File: config.mk
export PLATFORM = sky130hd
export DESIGN_NAME = shot_ctrl_flat
export DESIGN_NICKNAME = d
export VERILOG_FILES = /design/src/rtl/warships_pkg.sv /design/src/rtl/shot_ctrl_if.sv /design/src/rtl/shot_ctrl_history.sv /design/src/rtl/shot_ctrl.sv /design/src/flat_wrapper.sv
export SDC_FILE = /design/constraint.sdc
export NUM_CORES = 1
export LEC_CHECK = 0
export ABC_AREA = 1
export ABC_CLOCK_PERIOD_IN_PS = 2290
export CAP_MARGIN = 20
export CORE_ASPECT_RATIO = 1.75
export CORE_MARGIN = 10
export CORE_UTILIZATION = 57
export DETAILED_ROUTE_END_ITERATION = 6
export PLACE_DENSITY = 0.88
export SYNTH_ARGS = -nofsm -noshare
export SYNTH_HDL_FRONTEND = slang
export SYNTH_SLANG_ARGS = --single-unit
File: constraint.sdc
create_clock -name clk -period 2.29 [get_ports clk]
set_input_delay 0.3435 -clock clk [delete_from_list [all_inputs] [get_ports clk]]
set_output_delay 0.3435 -clock clk [all_outputs]
set_load 0.01 [all_outputs]
File: src/rtl/warships_pkg.sv
// rtl/warships_pkg.sv - shared types and constants for the shot controller
package warships_pkg;

  localparam logic [7:0] COR_INVALID = 8'hFF;

  typedef enum logic [1:0] {
    IDLE     = 2'd0,
    AIM      = 2'd1,
    REQ      = 2'd2,
    WAIT_RES = 2'd3
  } state_e;

  typedef struct packed {
    logic [3:0] x;
    logic [3:0] y;
  } cor_t;

endpackage

File: src/rtl/shot_ctrl_if.sv
// rtl/shot_ctrl_if.sv - shot request / result handshake towards the game logic
interface shot_ctrl_if;
  logic       shot_valid;
  logic [7:0] shot_cor;
  logic       shot_ready;
  logic       res_valid;
  logic       res_hit;

  modport master (
    output shot_valid, shot_cor,
    input  shot_ready, res_valid, res_hit
  );

  modport slave (
    input  shot_valid, shot_cor,
    output shot_ready, res_valid, res_hit
  );
endinterface

File: src/rtl/shot_ctrl_history.sv
// rtl/shot_ctrl_history.sv - 256-cell fired-on bitmap, one-cycle clear, test and set
module shot_history
  import warships_pkg::*;
(
  input  logic       clk,
  input  logic       rst,
  input  logic       clr,
  input  logic       wr_en,
  input  logic [7:0] wr_addr,
  input  logic [7:0] rd_addr,
  output logic       rd_hit
);

  logic [255:0] bits_q, bits_d;

  // Clear beats write so a new game never inherits a same-cycle shot.
  always_comb begin
    bits_d = bits_q;
    if (clr) begin
      bits_d = '0;
    end else if (wr_en && (wr_addr != COR_INVALID)) begin
      bits_d[wr_addr] = 1'b1;
    end
  end

  always_ff @(posedge clk) begin
    if (rst) begin
      bits_q <= '0;
    end else begin
      bits_q <= bits_d;
    end
  end

  assign rd_hit = bits_q[rd_addr];

endmodule

File: src/rtl/shot_ctrl.sv
// rtl/shot_ctrl.sv - turns one click on a fresh enemy cell into one shot request
module shot_ctrl
  import warships_pkg::*;
#(
  parameter int RES_TIMEOUT = 1_000_000,
  parameter int TMO_W       = 20
) (
  input  logic        clk,
  input  logic        rst,
  input  logic [7:0]  enemy_cor,
  input  logic        left,
  input  logic        start_btn,
  input  logic        my_turn,
  shot_ctrl_if.master shot_if,
  output logic        hit_pulse,
  output logic        miss_pulse,
  output logic        repeat_pulse,
  output logic        timeout_pulse,
  output logic        busy
);

  localparam logic [1:0] ST_IDLE     = IDLE;
  localparam logic [1:0] ST_AIM      = AIM;
  localparam logic [1:0] ST_REQ      = REQ;
  localparam logic [1:0] ST_WAIT_RES = WAIT_RES;
  localparam logic [TMO_W-1:0] TMO_LAST = TMO_W'(RES_TIMEOUT - 1);

  logic [1:0]       state_q, state_d;
  logic             shot_valid_q, shot_valid_d;
  cor_t             shot_cor_q, shot_cor_d;
  logic             hit_q, hit_d;
  logic             miss_q, miss_d;
  logic             repeat_q, repeat_d;
  logic             timeout_q, timeout_d;
  logic             busy_q, busy_d;
  logic             left_q, start_q;
  logic [TMO_W-1:0] cnt_q, cnt_d;

  logic click, new_game;
  logic hist_clr, hist_wr, hist_hit;

  assign click    = left & ~left_q;
  assign new_game = start_btn & ~start_q;

  shot_history u_history (
    .clk     (clk),
    .rst     (rst),
    .clr     (hist_clr),
    .wr_en   (hist_wr),
    .wr_addr (enemy_cor),
    .rd_addr (enemy_cor),
    .rd_hit  (hist_hit)
  );

  always_comb begin
    state_d      = state_q;
    shot_valid_d = shot_valid_q;
    shot_cor_d   = shot_cor_q;
    cnt_d        = cnt_q;
    hit_d        = 1'b0;
    miss_d       = 1'b0;
    repeat_d     = 1'b0;
    timeout_d    = 1'b0;
    hist_clr     = 1'b0;
    hist_wr      = 1'b0;

    if (new_game) begin
      hist_clr     = 1'b1;
      state_d      = ST_IDLE;
      shot_valid_d = 1'b0;
      cnt_d        = '0;
    end else begin
      case (state_q)
        ST_IDLE: begin
          if (my_turn) state_d = ST_AIM;
        end
        ST_AIM: begin
          if (!my_turn) begin
            state_d = ST_IDLE;
          end else if (click && (enemy_cor != COR_INVALID)) begin
            if (hist_hit) begin
              repeat_d = 1'b1;
            end else begin
              shot_cor_d   = enemy_cor;
              hist_wr      = 1'b1;
              shot_valid_d = 1'b1;
              state_d      = ST_REQ;
            end
          end
        end
        ST_REQ: begin
          if (shot_valid_q && shot_if.shot_ready) begin
            shot_valid_d = 1'b0;
            cnt_d        = '0;
            state_d      = ST_WAIT_RES;
          end
        end
        default: begin
          // A result arriving on the last allowed cycle still counts.
          if (shot_if.res_valid) begin
            hit_d   = shot_if.res_hit;
            miss_d  = ~shot_if.res_hit;
            state_d = ST_IDLE;
          end else if (cnt_q == TMO_LAST) begin
            timeout_d = 1'b1;
            cnt_d     = '0;
            state_d   = ST_IDLE;
          end else begin
            cnt_d = cnt_q + 1'b1;
          end
        end
      endcase
    end

    busy_d = (state_d == ST_REQ) || (state_d == ST_WAIT_RES);
  end

  always_ff @(posedge clk) begin
    if (rst) begin
      state_q      <= ST_IDLE;
      shot_valid_q <= 1'b0;
      shot_cor_q   <= COR_INVALID;
      hit_q        <= 1'b0;
      miss_q       <= 1'b0;
      repeat_q     <= 1'b0;
      timeout_q    <= 1'b0;
      busy_q       <= 1'b0;
      left_q       <= 1'b0;
      start_q      <= 1'b0;
      cnt_q        <= '0;
    end else begin
      state_q      <= state_d;
      shot_valid_q <= shot_valid_d;
      shot_cor_q   <= shot_cor_d;
      hit_q        <= hit_d;
      miss_q       <= miss_d;
      repeat_q     <= repeat_d;
      timeout_q    <= timeout_d;
      busy_q       <= busy_d;
      left_q       <= left;
      start_q      <= start_btn;
      cnt_q        <= cnt_d;
    end
  end

  assign shot_if.shot_valid = shot_valid_q;
  assign shot_if.shot_cor   = shot_cor_q;
  assign hit_pulse          = hit_q;
  assign miss_pulse         = miss_q;
  assign repeat_pulse       = repeat_q;
  assign timeout_pulse      = timeout_q;
  assign busy               = busy_q;

endmodule

File: src/flat_wrapper.sv
// flat-port wrapper written by rule: the top's interface ports become plain ports
module shot_ctrl_flat import warships_pkg::*;
#(
  parameter int RES_TIMEOUT = 1_000_000,
  parameter int TMO_W       = 20
)
  (clk, rst, enemy_cor, left, start_btn, my_turn, hit_pulse, miss_pulse, repeat_pulse, timeout_pulse, busy, shot_if_shot_valid, shot_if_shot_cor, shot_if_shot_ready, shot_if_res_valid, shot_if_res_hit);
  shot_ctrl_if shot_if_i ();
  input  logic clk;
  input  logic rst;
  input  logic [7:0] enemy_cor;
  input  logic left;
  input  logic start_btn;
  input  logic my_turn;
  output logic hit_pulse;
  output logic miss_pulse;
  output logic repeat_pulse;
  output logic timeout_pulse;
  output logic busy;
  output wire logic [$bits(shot_if_i.shot_valid)-1:0] shot_if_shot_valid;
  output wire logic [$bits(shot_if_i.shot_cor)-1:0] shot_if_shot_cor;
  input wire logic [$bits(shot_if_i.shot_ready)-1:0] shot_if_shot_ready;
  input wire logic [$bits(shot_if_i.res_valid)-1:0] shot_if_res_valid;
  input wire logic [$bits(shot_if_i.res_hit)-1:0] shot_if_res_hit;
  assign shot_if_shot_valid = shot_if_i.shot_valid;
  assign shot_if_shot_cor = shot_if_i.shot_cor;
  assign shot_if_i.shot_ready = shot_if_shot_ready;
  assign shot_if_i.res_valid = shot_if_res_valid;
  assign shot_if_i.res_hit = shot_if_res_hit;
  shot_ctrl #(.RES_TIMEOUT(RES_TIMEOUT), .TMO_W(TMO_W)) u_core (.clk(clk), .rst(rst), .enemy_cor(enemy_cor), .left(left), .start_btn(start_btn), .my_turn(my_turn), .shot_if(shot_if_i), .hit_pulse(hit_pulse), .miss_pulse(miss_pulse), .repeat_pulse(repeat_pulse), .timeout_pulse(timeout_pulse), .busy(busy));
endmodule
==> Word level (Yosys, flattened, before mapping) <==
Index checks and enable logic that the tools add are counted.
{ "totals": {"reg_bits": 294, "inputBits": 16, "output_inout_bits": 14, "elab_cells": 86} }
{ "op_classes": {"n_addsub": 1, "n_lt_le_gt_ge": 2, "eq_ne": 11, "n_mux": 30, "bitwise": 13, "reduce_logical": 16} }
{ "op_table": {"columns": ["op", "n"], "rows": [
  ["OR 256 bit", 1],
  ["2-to-1 mux 20 bit", 3],
  ["one-hot mux 20 bit (2 select lines)", 1],
  ["adder 20 x 1 -> 20 bit, second input constant", 1],
  ["== test 20 bit, second input constant", 1],
  ["2-to-1 mux 2 bit", 8],
  ["2-to-1 mux 1 bit", 14],
  ["OR reduction 6 bit", 2],
  ["NOT 1 bit", 10],
  ["AND reduction 5 bit", 2],
  ["< comparator 8 x 9 -> 1 bit, second input constant", 1],
  ["binary-select mux 1 bit (select 8 bit)", 1],
  ["demux 1 bit (select 8 bit)", 1],
  ["greater-or-equal comparator 8 x 1 -> 1 bit, second input constant", 1],
  ["inequality test 8 bit, second input constant", 1],
  ["== test 2 bit, second input constant", 3],
  ["inequality test 2 x 1 -> 1 bit, second input constant", 3],
  ["one-hot mux 2 bit (3 select lines)", 1],
  ["OR reduction 2 bit", 3],
  ["OR reduction 5 bit", 1],
  ["logical AND 1 bit", 4],
  ["inequality test 2 bit, second input constant", 2],
  ["AND reduction 3 bit", 1],
  ["AND 1 bit", 2],
  ["other kinds (5)", 5]
]} }

==> Longest topological paths before layout <==
{ "logic_depth": {"ltp_word": 9, "depth_mapped": 22, "ltp_nobuf": 19} }

==> Cells and area by module <==
From an unflattened synthesis, not the netlist that was laid out.
{ "unflattened": {"hier_cells": 1761, "area_unflattened_um2": 12767.2} }
{ "modules_own_cells": {"columns": ["mod", "instances", "cells_each", "area_per_inst_um2", "seq_area_each_um2"], "rows": [
  ["shot_history", 1, 1492, 10844.2, 5124.9],
  ["shot_ctrl", 1, 269, 1923.1, 760.7]
]} }

==> Worst setup path after synthesis <==
OpenSTA, ideal clock, no wires.
{ "synth_timing": {"path_kind": "input to register", "startpoint": "input enemy_cor[0]", "endpoint": "register u_core.u_history.bits_q[116]", "setup_time_ps": 70, "arrival_time_ps": 2120, "required_time_ps": 2220, "slack_ps": 99, "path_stages": 18, "n_path_buf": 5, "path_cell_list": "buf_4 buf_6 buf_2 nand2_1 o21ai_0 nand2_1 nand2_1 nand2_1 nand2_1 o21ai_1 nand2_1 o21ai_1 nand2_2 nor2_8 buf_6 buf_6 nand4_1 a21oi_1"} }
{ "synth_via": {"elab_chain_len": 8, "elab_cells_between_ends": 16, "cone_classes": "order compare: 2; eq/ne: 1; mux: 9; bitwise: 1; reduce/logical: 3"} }
{ "synth_lines": {"columns": ["item", "line_no", "rtl"], "rows": [
  ["start, declared", "flat_wrapper.sv:11", "input logic [7:0] enemy_cor;"],
  ["binary-select mux 1 bit (select 8 bit)", "shot_ctrl_history.sv:34", "assign rd_hit = bits_q[rd_addr];"],
  ["2-to-1 mux 1 bit (implied by the code)", "shot_ctrl_history.sv:34", null],
  ["2-to-1 mux 1 bit", "shot_ctrl.sv:81", "if (hist_hit) begin"],
  ["2-to-1 mux 1 bit", "shot_ctrl.sv:80", "end else if (click && (enemy_cor != COR_INVALID)) begin"],
  ["2-to-1 mux 1 bit", "shot_ctrl.sv:78", "if (!my_turn) begin"],
  ["2-to-1 mux 1 bit", "shot_ctrl.sv:73", "case (state_q)"],
  ["2-to-1 mux 1 bit", "shot_ctrl.sv:67", "if (new_game) begin"],
  ["logical AND 1 bit", "shot_ctrl_history.sv:21", "end else if (wr_en && (wr_addr != COR_INVALID)) begin"],
  ["end signal, assigned", "shot_ctrl_history.sv:30", "bits_q <= bits_d;"],
  ["end, declared", "shot_ctrl_history.sv:14", "logic [255:0] bits_q, bits_d;"]
]} }
Several ways; a longest one is shown, not always the timed one. The select of a mux whose other input is x is not followed.
A chain may end at the register's enable or synchronous reset.

==> Worst setup path after layout <==
{ "layout_timing": {"startpoint": "register u_core.u_history.bits_q[247]", "endpoint": "register u_core.u_history.bits_q[145]"} }
{ "layout_via": {"elab_chain_len": 8} }
{ "layout_lines": {"columns": ["item", "line_no"], "rows": [
  ["binary-select mux 1 bit (select 8 bit)", "shot_ctrl_history.sv:34"],
  ["2-to-1 mux 1 bit (implied by the code)", "shot_ctrl_history.sv:34"],
  ["2-to-1 mux 1 bit", "shot_ctrl.sv:81"],
  ["2-to-1 mux 1 bit", "shot_ctrl.sv:80"],
  ["2-to-1 mux 1 bit", "shot_ctrl.sv:78"],
  ["2-to-1 mux 1 bit", "shot_ctrl.sv:73"],
  ["2-to-1 mux 1 bit", "shot_ctrl.sv:67"],
  ["logical AND 1 bit", "shot_ctrl_history.sv:21"]
]} }
Every way passes these cells. The select of a mux whose other input is x is not followed.

==> run_results.csv <==
group,metric,value,unit
outcome,outcome,"complete, but fails checks",
outcome,violations,"negative setup slack",
routing,dr.pass1.iters,7,
routing,drtIter0Drc,2462,
yosys,synth_top_area_share,38.1,%
power_and_ir_drop,powerDensity,582,nW/um^2
setup_path,critPathMaxFanout,78,
global_routing,antenna_found_initial,0,
power_and_ir_drop,leakage,6.43,nW
setup_path,cp-start-kind,"flip-flop",
floorplan,die_h,237,microns
setup_path,rr_startpoint,"u_core.u_history.bits_q[247]",
sta,hold_viol_final,0,
setup_path,cp_num_buf_inv,1,
place,place_hpwl,30500,microns
yosys,syn_nets,2435,
cells_and_area,drive_gt1_share,10.5,%
power_and_ir_drop,power_frac_seq,48.6,%
global_routing,grt_util_all_layers,27.0,%
yosys,ys_top_cells_by_area,"dfxtp_1, nand2_1, nand4_1",
global_routing,grt_max_degree,79,
yosys,synth_edf_count,0,
worst_hold_path,hold_path.startpoint,"enemy_cor[2]",
routing,wl,49800,microns
cts,clkTransAtPathRegs,70,ps
cts,clk_latency,560,ps
yosys,yosys.area.top_type,"dfxtp_1",
yosys,yosysMostFrequentCell,"nand2_1",
floorplan,core_area,26600,sq um
worst_hold_path,hold_depth,3,
cts,cts.root.buffer_cell,"clkbuf_16",
sta,setup_slack,-69.2,ps
sta,slew_viol_final,0,
global_routing,grt_pass1_wl,77100,microns
place,post-place-cells,2727,
setup_path,arrival,2840,ps
setup_path,cpLargestDelayFamily,"simple AND/OR/NAND/NOR gates",
floorplan,die-area,34200,sq um
yosys,synth_cell_type_count,31,
cells_and_area,fin_nets,2456,
cts,cts_buffers,26,
yosys,yosysWarnings,0,
floorplan,rows,79,
global_routing,grt_pass1_vias,15900,
cts,clkSinkCount,293,
yosys,synth_commonest_cells,"nand2_1, nor2_1, inv_1, dfxtp_1, a21oi_1",
yosys,syn_area_per_cell,6.36,sq um
cts,cts_tree,"built",
power_and_ir_drop,switching_share,24.9,%
place,place.gp.congestion,0.966,
floorplan,ios,30,
routing,avgRoutedWirePerCell,17.9,microns
power_and_ir_drop,pwr-share-comb,8.0,%
routing,drc,0,
power_and_ir_drop,clockPowerShare,43.3,%
yosys,synthCells,2418,
power_and_ir_drop,peakVddDrop,0.541,mV
setup_path,crit_required,2770,ps
worst_hold_path,min_path_type,"in2reg",
routing,antenna_left,0,
power_and_ir_drop,switching_power,0.00262,W
yosys,ys_async_sr_fraction,0,%
floorplan,start_util,57.9,%
sta,worst_slew_pin_slew,624,ps
global_routing,grt-ovfl-total,0,
cells_and_area,num_antenna_cells,0,
sta,max_freq,0.424,GHz
setup_path,critPathSlowestCell,"dfxtp_2",
yosys,yosysSeqAreaShare,38.1,%
cts,clockBufferDepth,3,
routing,viasPerCell,6.10,
cells_and_area,fin_cells,2783,
sta,period_share,103,%
setup_path,path_common_cell,"nand2_2",
setup_path,regToRegEndpoint,"u_core.u_history.bits_q[145]",
power_and_ir_drop,finalPower,0.0105,W
yosys,netlist_area,15400,sq um
sta,slew_headroom,58.3,%
setup_path,cpPeakStageDelay,340,ps
sta,skew,21.3,ps
routing,vias,17000,
yosys,ys.flop_type,"dfxtp_1",
setup_path,reg2reg_slack,-70,ps
yosys,ys_ff_latch,293,
floorplan,die_w,144,microns
place,io_buffers,29,
worst_hold_path,holdPathEnd,"u_core.shot_if.shot_cor[2]",
setup_path,setup.worst_path.class,"reg2reg",
sta,fin_crit,2360,ps
sta,whs,135,ps
cells_and_area,area_delta_synth_final,17.2,%
sta,setup_viol,37,
power_and_ir_drop,p_int,0.00788,W
sta,grt_setup_unrepaired,"yes",
setup_path,critPathCaptureType,"flip-flop",
job,max-cap-violations,0,
setup_path,reg2reg_depth,16,
setup_path,path_cells,"nand2_2 -> o21ai_2 -> nand2_1 -> nand2_2 -> nand2_2 -> nand2_2 -> nor2_1 -> nor2_1 -> nor2_1 -> nand2_1 -> nand2_1 -> nand2_2 -> nor2_8 -> buf_16 -> nand4_1 -> a21oi_2",
cts,htreeDepth,1,
==> sequential cells by signal, summed over array words and instances, names as in the netlist <==
register                   cells
u_core.shot_if.shot_valid      1
u_core.repeat_pulse            1
u_core.start_q                 1
u_core.miss_pulse              1
u_core.hit_pulse               1
u_core.shot_if.shot_cor        8
u_core.u_history.bits_q      256
u_core.cnt_q                  20
u_core.state_q                 1
u_core.left_q                  1
u_core.timeout_pulse           1
u_core.busy                    1
==> final cells by class <==
| cell class | count | area, sq um |
|---|---|---|
| Clock buffer | 39 | 801 |
| Sequential cell | 293 | 5870 |
| Fill cell | 1932 | 8560 |
| Timing Repair Buffer | 191 | 2250 |
| Clock inverter | 9 | 75.1 |
| Tap cell | 324 | 405 |
| Multi-Input combinational cell | 1616 | 7440 |
| Inverter | 311 | 1190 |
==> layout by cell type, fill, tap and decap left out, types with 31 or more instances in the layout <==
master	count
nand2_1	594
inv_1	302
buf_12	48
nor2_1	322
buf_4	104
clkbuf_16	31
o21ai_0	60
a21oi_1	261
o21ai_1	34
nand4_1	258
dfxtp_1	288
==> worst max path at each step <==
stage,to,cells after the start,start
after floorplan,u_core.u_history.bits_q[116],18,enemy_cor[0]
after global placement,u_core.u_history.bits_q[173],16,enemy_cor[2]
after detailed placement,u_core.u_history.bits_q[132],16,enemy_cor[3]
after CTS,u_core.u_history.bits_q[132],16,enemy_cor[2]
after global routing,u_core.u_history.bits_q[145],16,u_core.u_history.bits_q[224]
final,u_core.u_history.bits_q[145],16,u_core.u_history.bits_q[247]
==> layer usage <==
metal | routed length, microns | part of all wire, % | global-route usage [%]
met1 | 17100 | 34 | 29.6
met2 | 23300 | 47 | 44.5
met3 | 5030 | 10 | 5.09
met4 | 4300 | 8.6 | 21.6
met5 | 0 | 0 | 0
==> worst reg2reg max path: stages (launching register included) <==
cell and delay, ps:
dfxtp_2 340, nand2_2 100, o21ai_2 110, nand2_1 140, nand2_2 90, nand2_2 80
nand2_2 80, nor2_1 100, nor2_1 60, nor2_1 100, nand2_1 60, nand2_1 70
nand2_2 100, nor2_8 190, buf_16 300, nand4_1 220, a21oi_2 170
==> kinds of logic after synthesis <==
kind of cell	Yosys count	share of synthesized area (%)
xor+xnor	2	0.114
fa+ha+maj	1	0.0813
compound gates	376	12.4
simple gates	1237	35.0
buf+inv	509	14.3
flops	293	38.1
==> timing repair <==
item	4_1_cts	5_1_grt
buffers inserted	0	4
endpoints found under the setup margin	0	276
hold buffers	0	0
resized for setup	0	59
hold endpoints to repair	0	0
==> power by group through the flow <==
| stage | Combinational [W] | Sequential [W] | Clock [W] |
|---|---|---|---|
| 2_1_floorplan | 0.000413 | 0.00522 | 0 |
| 3_3_place_gp | 0.000784 | 0.00522 | 0 |
| 3_5_place_dp | 0.000792 | 0.00522 | 0 |
| 4_1_cts | 0.000796 | 0.00510 | 0.00453 |
| 5_1_grt | 0.000871 | 0.00510 | 0.00472 |
| 6_report | 0.000844 | 0.00510 | 0.00455 |
==> metrics by stage <==
stage / area [sq um] / TNS, ps / utilization (%) / worst slack (ps)
finish: 18000 / -641 / 67.8 / -69.2
global route: 18000 / -38510 / 67.8 / -255
CTS: 17700 / 0 / 66.7 / 53.8
detailed placement: 16900 / -97400 / 63.4 / -458
global placement: 16900 / -80890 / 63.4 / -382
floorplan: 15400 / 0 / - / 99.2
(Power assumes the default switching activity.)
